==> config.mk <==
export PLATFORM = sky130hd
export DESIGN_NAME = alu_arbiter
export DESIGN_NICKNAME = d
export VERILOG_FILES = /design/src/rtl/alu_arbiter.sv
export SDC_FILE = /design/constraint.sdc
export NUM_CORES = 1
export LEC_CHECK = 0
export ABC_AREA = 1
export CORE_MARGIN = 2
export CORE_UTILIZATION = 39
export DETAILED_ROUTE_END_ITERATION = 7
export HOLD_SLACK_MARGIN = 0.03
export PLACE_DENSITY = 0.81
export SLEW_MARGIN = 40
export SYNTH_ARGS = -nofsm -noshare
export SYNTH_HDL_FRONTEND = slang
export SYNTH_SLANG_ARGS = --single-unit
==> constraint.sdc <==
create_clock -name clk -period 2 [get_ports clk]
set_clock_uncertainty 0.05 [all_clocks]
set_input_delay 0.4 -clock clk [delete_from_list [all_inputs] [get_ports clk]]
set_output_delay 0.4 -clock clk [all_outputs]
set_load 0.02 [all_outputs]
==> src/rtl/alu_arbiter.sv <==
`default_nettype none
// +----------------------------------------------------------------------------+
// | Module      : alu_arbiter                                                  |
// | Description : Two-port arbiter/sequencer in front of the shared ALU.       |
// |               Accepts one request per transaction over valid/ready, drives |
// |               the ALU from registered operands, captures result and zero   |
// |               flag, and returns them over the winner's response handshake. |
// | Revision    : 1.0 - initial release                                        |
// +----------------------------------------------------------------------------+
// | Ports                                                                      |
// |   clk, rst_n              clock, asynchronous active-low reset             |
// |   reqN_valid/ready        request handshake, N = 0,1 (ready only in IDLE)  |
// |   reqN_a, reqN_b, reqN_op request operands and opcode                      |
// |   respN_valid/ready       response handshake for the granted port          |
// |   resp_r, resp_z          captured result and zero flag (shared)           |
// |   resp_err                opcode was >= NOPS                               |
// |   alu_a, alu_b, alu_op    ALU drive, always from the operand registers     |
// |   alu_r, alu_isz          ALU result and zero flag                         |
// | Configuration                                                              |
// |   ALU_ARB_RR_EN           defined: round-robin on contention               |
// |                           undefined: port 0 has fixed priority             |
// +----------------------------------------------------------------------------+
module alu_arbiter #(
  parameter int          WIDTH = 32,
  parameter int unsigned NOPS  = 10
) (
  input  logic             clk,
  input  logic             rst_n,
  input  logic             req0_valid,
  output logic             req0_ready,
  input  logic [WIDTH-1:0] req0_a,
  input  logic [WIDTH-1:0] req0_b,
  input  logic [3:0]       req0_op,
  input  logic             req1_valid,
  output logic             req1_ready,
  input  logic [WIDTH-1:0] req1_a,
  input  logic [WIDTH-1:0] req1_b,
  input  logic [3:0]       req1_op,
  output logic             resp0_valid,
  input  logic             resp0_ready,
  output logic             resp1_valid,
  input  logic             resp1_ready,
  output logic [WIDTH-1:0] resp_r,
  output logic             resp_z,
  output logic             resp_err,
  output logic [WIDTH-1:0] alu_a,
  output logic [WIDTH-1:0] alu_b,
  output logic [3:0]       alu_op,
  input  logic [WIDTH-1:0] alu_r,
  input  logic             alu_isz
);

  typedef enum logic [1:0] {
    IDLE = 2'd0,
    EXEC = 2'd1,
    RESP = 2'd2
  } state_t;

  state_t           state_q, state_d;
  logic [WIDTH-1:0] a_q, a_d;
  logic [WIDTH-1:0] b_q, b_d;
  logic [3:0]       op_q, op_d;
  logic             gid_q, gid_d;
  logic [WIDTH-1:0] r_q, r_d;
  logic             z_q, z_d;
  logic             err_q, err_d;
`ifdef ALU_ARB_RR_EN
  logic             last_q, last_d;
`endif

  logic gnt_any;
  logic gnt_id;
  logic resp_hs;

  // Winner among the currently valid requests; only meaningful when gnt_any.
  always_comb begin
    gnt_any = req0_valid | req1_valid;
`ifdef ALU_ARB_RR_EN
    // On contention the port that did not win last time goes next.
    gnt_id  = req0_valid ? (req1_valid ? ~last_q : 1'b0) : 1'b1;
`else
    gnt_id  = ~req0_valid;
`endif
  end

  // rst_n gating keeps ready low while reset is held, even with a valid present.
  assign req0_ready  = rst_n && (state_q == IDLE) && gnt_any && !gnt_id;
  assign req1_ready  = rst_n && (state_q == IDLE) && gnt_any &&  gnt_id;

  assign resp0_valid = (state_q == RESP) && !gid_q;
  assign resp1_valid = (state_q == RESP) &&  gid_q;
  assign resp_hs     = gid_q ? resp1_ready : resp0_ready;

  assign alu_a    = a_q;
  assign alu_b    = b_q;
  assign alu_op   = op_q;
  assign resp_r   = r_q;
  assign resp_z   = z_q;
  assign resp_err = err_q;

  always_comb begin
    state_d = state_q;
    a_d     = a_q;
    b_d     = b_q;
    op_d    = op_q;
    gid_d   = gid_q;
    r_d     = r_q;
    z_d     = z_q;
    err_d   = err_q;
`ifdef ALU_ARB_RR_EN
    last_d  = last_q;
`endif
    case (state_q)
      IDLE: begin
        if (gnt_any) begin
          a_d     = gnt_id ? req1_a  : req0_a;
          b_d     = gnt_id ? req1_b  : req0_b;
          op_d    = gnt_id ? req1_op : req0_op;
          gid_d   = gnt_id;
          state_d = EXEC;
        end
      end
      EXEC: begin
        // Illegal opcodes never expose whatever the ALU produced for them.
        if (32'(op_q) >= NOPS) begin
          r_d   = '0;
          z_d   = 1'b1;
          err_d = 1'b1;
        end else begin
          r_d   = alu_r;
          z_d   = alu_isz;
          err_d = 1'b0;
        end
        state_d = RESP;
      end
      RESP: begin
        if (resp_hs) begin
          state_d = IDLE;
`ifdef ALU_ARB_RR_EN
          last_d  = gid_q;
`endif
        end
      end
      default: state_d = IDLE;
    endcase
  end

  always_ff @(posedge clk or negedge rst_n) begin
    if (!rst_n) begin
      state_q <= IDLE;
      a_q     <= '0;
      b_q     <= '0;
      op_q    <= '0;
      gid_q   <= 1'b0;
      r_q     <= '0;
      z_q     <= 1'b0;
      err_q   <= 1'b0;
`ifdef ALU_ARB_RR_EN
      last_q  <= 1'b1;
`endif
    end else begin
      state_q <= state_d;
      a_q     <= a_d;
      b_q     <= b_d;
      op_q    <= op_d;
      gid_q   <= gid_d;
      r_q     <= r_d;
      z_q     <= z_d;
      err_q   <= err_d;
`ifdef ALU_ARB_RR_EN
      last_q  <= last_d;
`endif
    end
  end

endmodule
`default_nettype wire
---- Word level (Yosys, flattened, before mapping) ----
Cells that the tools add are included.
word-level totals
  bits in registers ....................... 105
  bits in latches ......................... 0
  RAM bits ................................ 0
  memory bits (read-only) ................. 0
  input port bits ......................... 175
  output and inout port bits .............. 106
  word-level logic and storage cells ...... 35
  memories ................................ 0
cells by class
  $add $sub $neg .......................... 0
  $mul .................................... 0
  divide/modulo/power cells ............... 0
  magnitude comparators ................... 1
  eq/ne operators ......................... 4
  shift-type cells ........................ 0
  muxes and demuxes ....................... 10
  bitwise logic cells ..................... 2
  reduce and logical (&&, ||, !) cells .... 10
operators with widths
  kind                                            number
  two-way mux 32 bit                              3
  logical AND 1 bit                               6
  case mux 2 bit (3 select lines)                 1
  >= comparator 4 bit (second input constant)     1
  two-way mux 2 bit                               2
  two-way mux 4 bit                               1
  != test 2 bit (second input constant)           2
  AND reduction 2 bit                             2
  two-way mux 1 bit                               3
  == test 2 x 1 -> 1 bit (second input constant)  1
  == test 2 bit (second input constant)           1
  logical NOT 2 bit                               1
  logical NOT 1 bit                               1
  NOT 1 bit                                       1
  OR 1 bit                                        1

---- Logic depth before layout (Yosys ltp) ----
  word-level depth ........................ 4
  depth in mapped cells ................... 7
  mapped depth without buffers ............ 5

---- Worst setup path after synthesis ----
No wires, ideal clock.
  path type ............................... input to output
  from .................................... input port req0_valid
  to ...................................... output port req0_ready
  data arrival time ....................... 1271 ps
  required time ........................... 1550 ps
  setup slack ............................. 279 ps
  cell stages on the path ................. 4
  path buffers ............................ 2
  path through ............................ buf_4 -> inv_2 -> buf_2 -> nor3_1
on the way
  longest elaborated chain between the ends .. 3
RTL lines
  item                 line  source
  start: declaration   29    input logic req0_valid,
  OR 1 bit             77    gnt_any = req0_valid | req1_valid;
  logical AND 1 bit    87    assign req0_ready = rst_n && (state_q == IDLE) && gnt_any && !gnt_id;
  logical AND 1 bit *  87
  end: declaration     30    output logic req0_ready,
Every way passes the cells marked *; elsewhere a longest branch is shown, timed or not.

---- Final worst setup path ----
  from .................................... register state_q[1]
  to ...................................... output port req0_ready
on the way
  longest elaborated chain between the ends .. 4
RTL lines
  item                            line  source
  start: declaration              59    state_t state_q, state_d;
  start signal: assignment        162   state_q <= state_d;
  logical NOT 2 bit               87
  logical AND 1 bit (3 in a row)  87
No other way between the ends.

==> results.sh <==
export IMPL_gp_congestion=0.774
export IMPL_rsz0062_at_grt="false"
export IMPL_cts_made_buffers=9
export IMPL_dr_wl_met2_um=7270
export IMPL_power_mw=11.5
export IMPL_cp_max_fo=3
export IMPL_first_pass_iters=4
export IMPL_slowest_stage="dfrtp_1"
export IMPL_worst_skew_pair_late_latency_ns=0.33
export IMPL_worstSetupPathType="reg -> out"
export IMPL_wire_per_inst_um=13.7
export IMPL_drcViolationCount=0
export IMPL_setup_viol=0
export IMPL_cts_tree="built"
export IMPL_r2r_worst_path_cells=6
export IMPL_synth_common_cells="447 x nand2_1, 105 x dfrtp_1, 33 x nand3_1, 33 x o21ai_0, 22 x buf_2"
export IMPL_viasPerCell=4.65
export IMPL_slew_headroom_pct=51.1
export IMPL_cts_max_level=3
export IMPL_row_count=41
export IMPL_worstSetupEndpointType="output port"
export IMPL_clk_path_buf_depth=2
export IMPL_synth_area_mm2=0.00502
export IMPL_die_x_um=117
export IMPL_grt_usage_pct=22.7
export IMPL_synth_fp_nets=860
export IMPL_core_area_mm2=0.0126
export IMPL_yosysTopAreaCell="dfrtp_1"
export IMPL_postRouteAntennaNets=0
export IMPL_required_ns=1.55
export IMPL_numPortBuffers=280
export IMPL_setup_tns_ns=0
export IMPL_path_cells="inv_2 > nand2_2 > nor3_1 > dlygate4sd2_1"
export IMPL_synth_edff_count=0
export IMPL_synth_ff_type="dfrtp_1"
export IMPL_root_buffer="clkbuf_16"
export IMPL_dieHeight_um=117
export IMPL_hp_class="in -> async"
export IMPL_grt_pass1_wl_um=25400
export IMPL_status="finished, final reports clean"
export IMPL_ir_drop_v=0.000520
export IMPL_finalCriticalPeriod_ns=1.88
export IMPL_drive_above_1_share_pct=4.20
export IMPL_post_cts_repair_setup_buffers=0
export IMPL_maxCapViolCount=0
export IMPL_finalNetCount=1124
export IMPL_powerDensity_mw_per_mm2=1400
export IMPL_slowest_delay_ns=0.41
export IMPL_p_leak_nw=4.04
export IMPL_wl_met3_um=1340
export IMPL_clkTransAtPathRegs_ns=0.06
export IMPL_grt_pass1_vias=5056
export IMPL_netlist_area_leader_share_pct=52.3
export IMPL_synth_distinct_cells=17
export IMPL_n_antenna_cell=0
export IMPL_first_iter_violations=269
export IMPL_final_fill_count=1112
export IMPL_hold_viol_final=0
export IMPL_grt_max_degree=70
export IMPL_synth_area_leaders="dfrtp_1 52%, nand2_1 33%, nand3_1 3.3%"
export IMPL_highest_layer="met4"
export IMPL_hpwl_um=11200
export IMPL_synthArstFlopShare_pct=100
export IMPL_ios=281
export IMPL_startpoint_type="register"
export IMPL_synthMostInstantiatedCell="nand2_1"
export IMPL_finalMaxSlewViolations=0
export IMPL_timing_fmax_mhz=533
export IMPL_worstMarginPinSlew_ns=0.734
export IMPL_grt_ovfl_total=0
export IMPL_netlist_instances=685
export IMPL_finalCritPeriodShare_pct=93.8
export IMPL_hold_buffers=0
export IMPL_ys_seq_elements=105
export IMPL_wl_met1_um=6360
export IMPL_synth_seq_area_share_pct=52.3
export IMPL_vias=5226
export IMPL_wirelength_um=15400
export IMPL_worstPathArrival_ns=1.43
export IMPL_area_growth_pct=63.0
export IMPL_yosysWarnings=0
export IMPL_start_util_pct=39.8
export IMPL_antenna_found_initial=0
export IMPL_cts_sinks=105
export IMPL_die_area_mm2=0.0138
export IMPL_syn_avg_cell_area_um2=7.33
-- state kept, by name (all words and copies together), names as in the netlist --
signal	count
alu_a	32
alu_b	32
alu_op	4
gid_q	1
resp_err	1
resp_r	32
resp_z	1
state_q	2
-- worst paths after layout --
| kind | start | end | slack, ns |
|---|---|---|---|
| min reg2reg | alu_b[30] | alu_b[30] | 0.42 |
| max | state_q[1] | req0_ready | 0.12 |
| min in group clk | alu_b[30] | alu_b[30] | 0.42 |
| min | rst_n | state_q[0] | 0.11 |
| max reg2reg | state_q[1] | alu_a[12] | 0.38 |
| max in group asynchronous | rst_n | alu_b[4] | 0.86 |
-- layout by cell type (no fill, tap or decap) --
cell type and count:
clkinv_2 1, clkbuf_16 9, nor2_4 1, clkdlybuf4s50_1 274, inv_1 4, o21ai_4 1, clkinvlp_4 1, nand2_1 447
nor2_2 1, inv_2 3, a21oi_1 2, clkbuf_8 3, buf_6 1, buf_4 13, o21ai_0 33, buf_2 1
dlygate4sd2_1 3, clkbuf_1 1, nand3_1 33, nor3_1 1, dfrtp_1 105, nand2_2 2, nor2_1 10, buf_12 2
clkbuf_2 1
-- what timing repair did --
action | 4_1_cts | 5_1_grt
resized for setup | 5 | 1
setup endpoints to repair | 4 | 1
cloned | 0 | 0
hold endpoints to repair | 0 | 0
-- metal layers --
| layer | vias to the layer above | track usage [%] |
|---|---|---|
| li1 | 2620 | - |
| met4 | 0 | 9.04 |
| met1 | 2354 | 28.4 |
| met5 | - | 0 |
| met2 | 219 | 37.5 |
| met3 | 33 | 6.01 |
-- cells by family after synthesis --
group           after synthesis  synth area share (%)
flops                       105                  52.3
compound gates               36                  3.81
simple gates                495                  38.2
buf+inv                      49                  5.71
-- power breakdown --
part           internal (mW)  switching (mW)  total, mW
Sequential              3.13           0.533       3.66
Clock                  0.939           0.737       1.68
Combinational           2.69            3.46       6.15
Total                   6.76            4.73       11.5
-- metrics by stage --
stage               hold slack (ns)  instances  worst slack (ns)  cell area (µm²)  util [%]
finish                        0.108       1125             0.125             8190      64.9
global route                  0.155       1125            0.0606             8190      64.9
CTS                           0.128       1125          0.000139             8190      64.9
detailed placement            0.407       1110            -0.273             7910      62.7
global placement              0.403       1110            -0.268             7910      62.7
floorplan                    0.0544        685             0.279             5020         -
-- worst max-delay path: cells and delay by family, from the launching register on --
| family | cells | cell delay [ns] |
|---|---|---|
| DFF | 1 | 0.41 |
| and+or+nand+nor | 2 | 0.20 |
| buffers and inverters | 2 | 0.47 |
-- layout make-up --
| cell class | count | area, µm² | share of cell area [%] |
|---|---|---|---|
| multi-input combinational | 531 | 2110 | 25.7 |
| clock buffer | 13 | 270 | 3.30 |
| timing repair buffer | 295 | 2930 | 35.8 |
| tap | 172 | 215 | 2.63 |
| clock inverter | 2 | 12.5 | 0.153 |
| inverter | 7 | 26.3 | 0.321 |
| sequential | 105 | 2630 | 32.1 |
Note: power is estimated with default switching activity, not from simulation.
